`src/rtl/inst_loader.sv`:
```
// Boot-time program loader: takes a length/words/checksum byte stream, writes the
// words into instruction memory, and holds the core in reset until a load checks out.
module inst_loader #(
  parameter int ADDR_W      = 7,
  parameter int MAX_WORDS   = 128,
  parameter int TIMEOUT_CYC = 1024
) (
  input  logic              clk,
  input  logic              rst,
  input  logic [7:0]        byte_in,
  input  logic              byte_valid,
  output logic              byte_ready,
  input  logic              reload,
  output logic [31:0]       inst_data,
  output logic [ADDR_W-1:0] inst_addr,
  output logic              inst_wen,
  output logic              core_rst,
  output logic              core_enb,
  output logic              done,
  output logic              err,
  output logic [7:0]        words_loaded
);

  localparam int TMO_W = $clog2(TIMEOUT_CYC + 1);

  localparam logic [2:0] S_LEN   = 3'd0;
  localparam logic [2:0] S_DATA  = 3'd1;
  localparam logic [2:0] S_WRITE = 3'd2;
  localparam logic [2:0] S_CSUM  = 3'd3;
  localparam logic [2:0] S_RUN   = 3'd4;
  localparam logic [2:0] S_ERR   = 3'd5;

  logic [2:0]        state_q, state_d;
  logic [7:0]        n_q, n_d;
  logic [7:0]        idx_q, idx_d;
  logic [1:0]        cnt_q, cnt_d;
  logic [7:0]        xor_q, xor_d;
  logic [31:0]       asm_q, asm_d;
  logic [TMO_W-1:0]  tmo_q, tmo_d;
  logic [31:0]       inst_data_q, inst_data_d;
  logic [ADDR_W-1:0] inst_addr_q, inst_addr_d;
  logic              inst_wen_q, inst_wen_d;
  logic              core_rst_q, core_rst_d;
  logic              core_enb_q, core_enb_d;
  logic              done_q, done_d;
  logic              err_q, err_d;
  logic [7:0]        words_loaded_q, words_loaded_d;
  logic              accept;
  logic              tmo_hit;

  assign byte_ready   = (state_q == S_LEN) || (state_q == S_DATA) || (state_q == S_CSUM);
  assign accept       = byte_valid & byte_ready;
  assign tmo_hit      = (tmo_q == TMO_W'(TIMEOUT_CYC - 1));

  assign inst_data    = inst_data_q;
  assign inst_addr    = inst_addr_q;
  assign inst_wen     = inst_wen_q;
  assign core_rst     = core_rst_q;
  assign core_enb     = core_enb_q;
  assign done         = done_q;
  assign err          = err_q;
  assign words_loaded = words_loaded_q;

  // Next-state and registered-output decode for the load sequence.
  always_comb begin
    state_d        = state_q;
    n_d            = n_q;
    idx_d          = idx_q;
    cnt_d          = cnt_q;
    xor_d          = xor_q;
    asm_d          = asm_q;
    tmo_d          = tmo_q;
    inst_data_d    = inst_data_q;
    inst_addr_d    = inst_addr_q;
    inst_wen_d     = 1'b0;
    core_rst_d     = core_rst_q;
    core_enb_d     = core_enb_q;
    done_d         = done_q;
    err_d          = err_q;
    words_loaded_d = words_loaded_q;

    case (state_q)
      S_LEN: begin
        if (accept) begin
          n_d = byte_in;
          if ((byte_in == 8'd0) || ({1'b0, byte_in} > 9'(MAX_WORDS))) begin
            state_d = S_ERR;
            err_d   = 1'b1;
          end else begin
            state_d = S_DATA;
            idx_d   = 8'd0;
            cnt_d   = 2'd0;
            xor_d   = 8'd0;
            tmo_d   = '0;
          end
        end else begin
          state_d = S_LEN;
        end
      end

      S_DATA: begin
        if (accept) begin
          asm_d[{cnt_q, 3'b000} +: 8] = byte_in;
          xor_d = xor_q ^ byte_in;
          tmo_d = '0;
          if (cnt_q == 2'd3) begin
            // Word complete: strobe it out on the next cycle while WRITE is held.
            state_d        = S_WRITE;
            cnt_d          = 2'd0;
            inst_wen_d     = 1'b1;
            inst_addr_d    = ADDR_W'(idx_q);
            inst_data_d    = asm_d;
            words_loaded_d = words_loaded_q + 8'd1;
          end else begin
            cnt_d = cnt_q + 2'd1;
          end
        end else if (tmo_hit) begin
          state_d = S_ERR;
          err_d   = 1'b1;
        end else begin
          tmo_d = tmo_q + TMO_W'(1);
        end
      end

      S_WRITE: begin
        tmo_d = '0;
        if (idx_q == (n_q - 8'd1)) begin
          state_d = S_CSUM;
        end else begin
          state_d = S_DATA;
          idx_d   = idx_q + 8'd1;
          cnt_d   = 2'd0;
        end
      end

      S_CSUM: begin
        if (accept) begin
          tmo_d = '0;
          if (byte_in == xor_q) begin
            state_d    = S_RUN;
            core_rst_d = 1'b0;
            core_enb_d = 1'b1;
            done_d     = 1'b1;
          end else begin
            state_d = S_ERR;
            err_d   = 1'b1;
          end
        end else if (tmo_hit) begin
          state_d = S_ERR;
          err_d   = 1'b1;
        end else begin
          tmo_d = tmo_q + TMO_W'(1);
        end
      end

      S_RUN, S_ERR: begin
        if (reload) begin
          state_d        = S_LEN;
          core_rst_d     = 1'b1;
          core_enb_d     = 1'b0;
          done_d         = 1'b0;
          err_d          = 1'b0;
          words_loaded_d = 8'd0;
        end else begin
          state_d = state_q;
        end
      end

      default: begin
        state_d    = S_ERR;
        err_d      = 1'b1;
        core_rst_d = 1'b1;
        core_enb_d = 1'b0;
        done_d     = 1'b0;
      end
    endcase
  end

  // State and output registers with synchronous reset.
  always_ff @(posedge clk) begin
    if (rst) begin
      state_q        <= S_LEN;
      n_q            <= 8'd0;
      idx_q          <= 8'd0;
      cnt_q          <= 2'd0;
      xor_q          <= 8'd0;
      asm_q          <= 32'd0;
      tmo_q          <= '0;
      inst_data_q    <= 32'd0;
      inst_addr_q    <= '0;
      inst_wen_q     <= 1'b0;
      core_rst_q     <= 1'b1;
      core_enb_q     <= 1'b0;
      done_q         <= 1'b0;
      err_q          <= 1'b0;
      words_loaded_q <= 8'd0;
    end else begin
      state_q        <= state_d;
      n_q            <= n_d;
      idx_q          <= idx_d;
      cnt_q          <= cnt_d;
      xor_q          <= xor_d;
      asm_q          <= asm_d;
      tmo_q          <= tmo_d;
      inst_data_q    <= inst_data_d;
      inst_addr_q    <= inst_addr_d;
      inst_wen_q     <= inst_wen_d;
      core_rst_q     <= core_rst_d;
      core_enb_q     <= core_enb_d;
      done_q         <= done_d;
      err_q          <= err_d;
      words_loaded_q <= words_loaded_d;
    end
  end

endmodule

```
`config.mk`:
```
export PLATFORM = sky130hd
export DESIGN_NAME = inst_loader
export DESIGN_NICKNAME = d
export VERILOG_FILES = /design/src/rtl/inst_loader.sv
export SDC_FILE = /design/constraint.sdc
export NUM_CORES = 1
export LEC_CHECK = 0
export ABC_AREA = 1
export CAP_MARGIN = 20
export CORE_UTILIZATION = 58
export CTS_BUF_LIST = sky130_fd_sc_hd__clkbuf_4
export CTS_CLUSTER_SIZE = 10
export DETAILED_ROUTE_END_ITERATION = 8
export PLACE_DENSITY = 0.82
export SYNTH_ARGS = -nofsm -noshare
export SYNTH_HDL_FRONTEND = slang
export SYNTH_SLANG_ARGS = --single-unit
```
`constraint.sdc`:
```
create_clock -name clk -period 2.36 [get_ports clk]
set_clock_uncertainty 0.1 [all_clocks]
set_input_delay 0.472 -clock clk [delete_from_list [all_inputs] [get_ports clk]]
set_output_delay 0.472 -clock clk [all_outputs]
set_load 0.01 [all_outputs]
```
==> run metrics, run 1 <==
Initial Util=0.600; CTS tree=yes; Synth Register Bits=123; count of input and output buffers=64; Cell Pwr Density=725 nW/um^2; Setup-failing EPs final=0; Yosys top cell area share=0.420; Area Growth Syn to Fin=18.5%; first-pass GRT wire length=24,500 um; Root Buffer=clkbuf_4; final hold vios=0; syn_nets=813; Total Wirelength=14,900 um; Hold Crit Depth=2; f_max=454 MHz; Slew Viols, Final=0; status=finished clean; slowest stage delay, CP=390 ps; Inserted Clock Buffers=17; Synth area leaders=dfxtp_1 42%, a21oi_1 7.8%, nand2_1 7.2%; gr ovfl total=0; post-route ant nets=0; unrepaired setup endpoints after global routing=false; Longest Clk Path Bufs=2; final non-filler cell total=1,008; CTS clk-pin slew, worst paths=110 ps; register area share after synthesis=0.420; total power=5.04 mW; reported max-cap violation count=0; clock latency on the worst-skew pair=550 ps; CP Capture Type=flop; Critical Path AT=2560 ps; Synth Instances=791; initial antenna violation count=0; period utilization=0.933; worst setup path class=reg2reg; Synth cell types=40; Placed Cells=975; Reg-to-Reg Start=state_q[0]; Mapped Area=5860 um^2; fill count=819; Hold Path Origin=xor_q[0]; Final HPWL DP=10,500 um; vias after detailed routing=5,665; leakage power=2.69 nW; initial drt markers=275; vias in the first global route=5,169; Worst Hold Endpoint=xor_q[0]; Top delay family on crit path=simple AND/OR/NAND/NOR gates; Post-Syn Area per Cell=7.41 um^2; synth warn=0; layout net count=884; CTS Sinks=123; area of the die=10,500 um^2; vias per cell=5.62; Total GRT Usage=0.303; DRC=0; Reg2Reg Depth=9; Worst path slowest cell=dfxtp_2; routed len/inst=14.7 um; die width=103 um; Synth area leader=dfxtp_1; Reg2Reg Capture Point=inst_data[11]; core area=9770 um^2; Top Ports=65; drt pass-1 iters=5; setup slack, reg-to-reg=160 ps; HP Class=reg2reg; ANT cells=0; Tmin final=2200 ps; chip height=103 um; CP Max Fanout=31; crit-path cells=inv_1 > nor2_4 > buf_4 > nand2_2 > nor2_4 > nand2_2 > inv_4 > a21oi_1 > o21a_1; htree depth=4; Slew @ Worst Pin=570 ps; CP Data Required Time=2710 ps; pin count of the biggest net entering global routing=66; Setup crit start kind=flop; Rows=36; Worst VDD drop=426 uV; gpl congestion=0.921; area of the multi-input gates=2890 um^2; worst relative slew slack=0.619; buffers plus inverters on the worst setup path=3; register area=2470 um^2; layout cell share with drive strength beyond 1=0.101
state kept, by name, indices dropped and copies added (netlist names), 3 cells and up:
name,count
inst_data,32
words_loaded,8
tmo_q,11
inst_addr,7
xor_q,8
state_q,3
asm_q,32
n_q,8
idx_q,8
layer usage:
| metal | part of all wire | vias up | wire length (um) | track usage |
|---|---|---|---|---|
| met5 | 0 | - | 0 | 0 |
| met4 | 0.035 | 0 | 524 | 0.157 |
| met3 | 0.055 | 38 | 821 | 0.0678 |
| met2 | 0.48 | 198 | 7160 | 0.494 |
| met1 | 0.43 | 2592 | 6360 | 0.374 |
| li1 | - | 2837 | - | - |
through the flow:
| step | worst slack, ps | hold WS (ps) | cell area (um^2) | utilization | setup TNS [ps] |
|---|---|---|---|---|---|
| 5_1_grt | 71.8 | 385 | 6940 | 0.710 | 0 |
| 2_1_floorplan | 383 | 335 | 5860 | - | 0 |
| 4_1_cts | 174 | 368 | 6940 | 0.710 | 0 |
| 6_report | 158 | 368 | 6940 | 0.710 | 0 |
| 3_5_place_dp | -169 | 352 | 6690 | 0.684 | -1980 |
| 3_3_place_gp | -28.0 | 342 | 6690 | 0.684 | -148 |
synthesized netlist by cell type (all sizes together):
cell and n:
dfxtp 123, nand2 119, a21oi 91, o21ai 88
inv 80, nor2 66, nand3 48, nor3 32
a22oi 30, buf 27, nand4 20, clkbuf 13
ha 10, xor2 10, xnor2 9, o21a 8
nand3b 3, o21bai 3, or2 3, a211oi 2
clkinv 2, a32oi 1, nor4 1, o211ai 1
o32ai 1
timing repair:
action,4_1_cts,5_1_grt
buffers inserted,1,0
hold buffers,0,0
resized for setup,6,1
endpoints found under the setup margin,1,10
pin swaps,1,0
area by class of cell:
cell class                      count  share of cell area
Timing Repair Buffer               92               0.126
Clock buffer                       18              0.0195
Clock inverter                     14              0.0146
Sequential cell                   123               0.355
Tap cell                          133              0.0240
Multi-Input combinational cell    546               0.416
Inverter                           82              0.0447
logic make-up (layout without fill, tap and decap cells):
kind of cell	count (synthesis)	in the layout	synth area share
xor gates and xnor gates	19	19	0.0284
DFF	123	123	0.420
and+or+nand+nor	292	292	0.228
AOI/OAI and AO/OA	225	225	0.214
buffers and inverters	122	206	0.0886
adders and majority gates	10	10	0.0213
power breakdown:
group | switching (mW) | internal, mW | leakage, nW
clock network | 0.829 | 0.426 | 0.123
logic | 0.925 | 0.486 | 1.57
registers | 0.127 | 2.24 | 0.999
worst register-to-register path, delay by kind of cell, from the launching register on:
kind,cells,cell delay [ps]
AOI/OAI and AO/OA,2,340
buffers and inverters,3,580
and+or+nand+nor,4,700
DFF,1,390
placed cells by master (no fill, tap or decap), types with 2 or more instances in the layout:
cell             Yosys  routed
o21ai_0             59      59
clkinvlp_4           0       3
buf_12               0       2
inv_1               73      72
clkinv_4             0       6
nor2_4               4       5
xor2_1              10      10
nor2_2               3       2
o21ai_1             29      29
nand4_1             20      20
inv_2                6       7
nor3_1              32      32
nand3_1             46      46
clkbuf_4             0      18
nand3b_1             3       3
clkinv_1             2       4
buf_4                4      26
nand2_2              5       7
o21a_1               8       8
nand3_2              2       2
nand2_1            113     111
o21bai_1             2       2
ha_1                10      10
a22oi_1             30      30
clkdlybuf4s50_1      0      63
clkinv_2             0       2
nor2_1              59      59
a21oi_1             91      91
xnor2_1              9       9
dfxtp_1            123     121
worst max-delay path by stage:
stage | startpoint | endpoint | slack [ps] | depth (start not counted)
floorplan | cnt_q[0] | inst_data[15] | 380 | 8
global placement | byte_in[0] | xor_q[1] | -30 | 10
detailed placement | byte_in[0] | xor_q[5] | -170 | 10
CTS | state_q[1] | byte_ready | 170 | 4
global route | state_q[0] | words_loaded[6] | 70 | 13
finish | state_q[0] | inst_data[11] | 160 | 9
No activity file was read; power rests on OpenSTA's default activity.
==> run 2, diff against run 1 <==
Settings changed: RECOVER_POWER set to 25.
==> run 2 against run 1 <==
  * Die area stayed put
  * Largest cell class unchanged
  * Sequential power about the same
  * Count of clock-buffer cells in the layout is the same
  * First-iteration DRC count is 3.3% higher
  * Highest routed layer unchanged
==> run metrics, run 2 (synthesis results as in run 1) <==
gr ovfl total=0; Total Wirelength=14,900 um; worst relative slew slack=0.573; Finished Core Util=0.710; chip height=103 um; Cell Pwr Density=725 nW/um^2; Critical Path AT=2540 ps; Tmin final=2200 ps; HP Class=reg2reg; Total GRT Usage=0.303; post-route ant nets=0; gpl congestion=0.921; Slew Viols, Final=0; post-route cell area=6940 um^2; reported max-cap violation count=0; leakage power=2.70 nW; layout net count=884; initial drt markers=284; Rows=36; CTS tree=yes; most common cell after layout, fill and taps aside=dfxtp_1; total power=5.03 mW; Final TNS setup=0 ps; status=finished clean; final hold slack=370 ps; pin count of the biggest net entering global routing=66; initial antenna violation count=0; Inserted Clock Buffers=17; area of the die=10,500 um^2; Post-Place Cell Area=6690 um^2; unrepaired setup endpoints after global routing=false; drt pass-1 iters=5; worst setup path class=reg2reg; Setup-failing EPs final=0; clock latency on the worst-skew pair=540 ps; core area=9770 um^2; period utilization=0.931; vias after detailed routing=5,665; vias in the first global route=5,169; f_max=455 MHz; Slew @ Worst Pin=640 ps; layout cell share with drive strength beyond 1=0.0983; Longest Clk Path Bufs=2; vias per cell=5.62; CP Max Fanout=31; htree depth=4; hold_buf cts=0; Area Growth Syn to Fin=18.4%; routed len/inst=14.7 um; count of input and output buffers=64; CP Data Required Time=2700 ps; Worst VDD drop=433 uV; CTS clk-pin slew, worst paths=110 ps; ANT cells=0; first-pass GRT wire length=24,500 um; Setup crit start kind=flop; final hold vios=0; DRC=0; CTS Sinks=123; CP Capture Type=flop; Root Buffer=clkbuf_4; Top Ports=65; Initial Util=0.600; Final HPWL DP=10,500 um; die width=103 um; most frequent cells in the layout=121 x dfxtp_1, 111 x nand2_1, 91 x a21oi_1, 73 x inv_1
[run 2: path summary, 6_finish.rpt]
kind         slack, ps  cells after the start            end       start
max                160                      9  inst_data[11]  state_q[0]
min reg2reg        370                      2       xor_q[0]    xor_q[0]
max reg2reg        160                      9  inst_data[11]  state_q[0]
min                370                      2       xor_q[0]    xor_q[0]
[run 2: worst max-delay path: stages (launching register included)]
cell and delay, ps:
dfxtp_2 390, inv_1 80, nor2_4 120, buf_4 160, nand2_2 190, nor2_4 190, nand2_2 200, inv_4 330
a21oi_1 190, o21a_1 130
[run 2: area by class of cell]
| cell class | count | area, um^2 |
|---|---|---|
| clock inverters | 14 | 101 |
| flip-flops and latches | 123 | 2470 |
| repair buffers | 92 | 868 |
| fillers | 822 | 2840 |
| inverters | 82 | 310 |
| well taps | 133 | 166 |
| multi-input cells | 546 | 2890 |
| clock buffers | 18 | 135 |
[run 2: metrics by stage]
stage / std cells / worst slack, ps
floorplan: 791 / 383
global route: 1008 / 37.2
global placement: 975 / -28.0
CTS: 1008 / 174
detailed placement: 975 / -169
finish: 1008 / 164
[run 2: power by group]
group	leakage (nW)	internal [mW]	switching [mW]
Sequential	0.999	2.24	0.128
Combinational	1.57	0.482	0.925
Clock	0.123	0.426	0.822
[run 2: what timing repair did]
| action | 4_1_cts | 5_1_grt |
|---|---|---|
| pin swaps | 1 | 0 |
| setup endpoints to repair | 1 | 10 |
| gates resized for setup | 6 | 1 |
| buffers inserted | 1 | 0 |
[run 2: per-layer routing]
metal | wire length (um) | GRT usage | vias to the layer above | share of wire
li1 | - | - | 2839 | -
met1 | 6400 | 0.374 | 2607 | 0.43
met2 | 7130 | 0.494 | 184 | 0.48
met3 | 818 | 0.0678 | 35 | 0.055
met4 | 515 | 0.157 | 0 | 0.035
met5 | 0 | 0 | - | 0
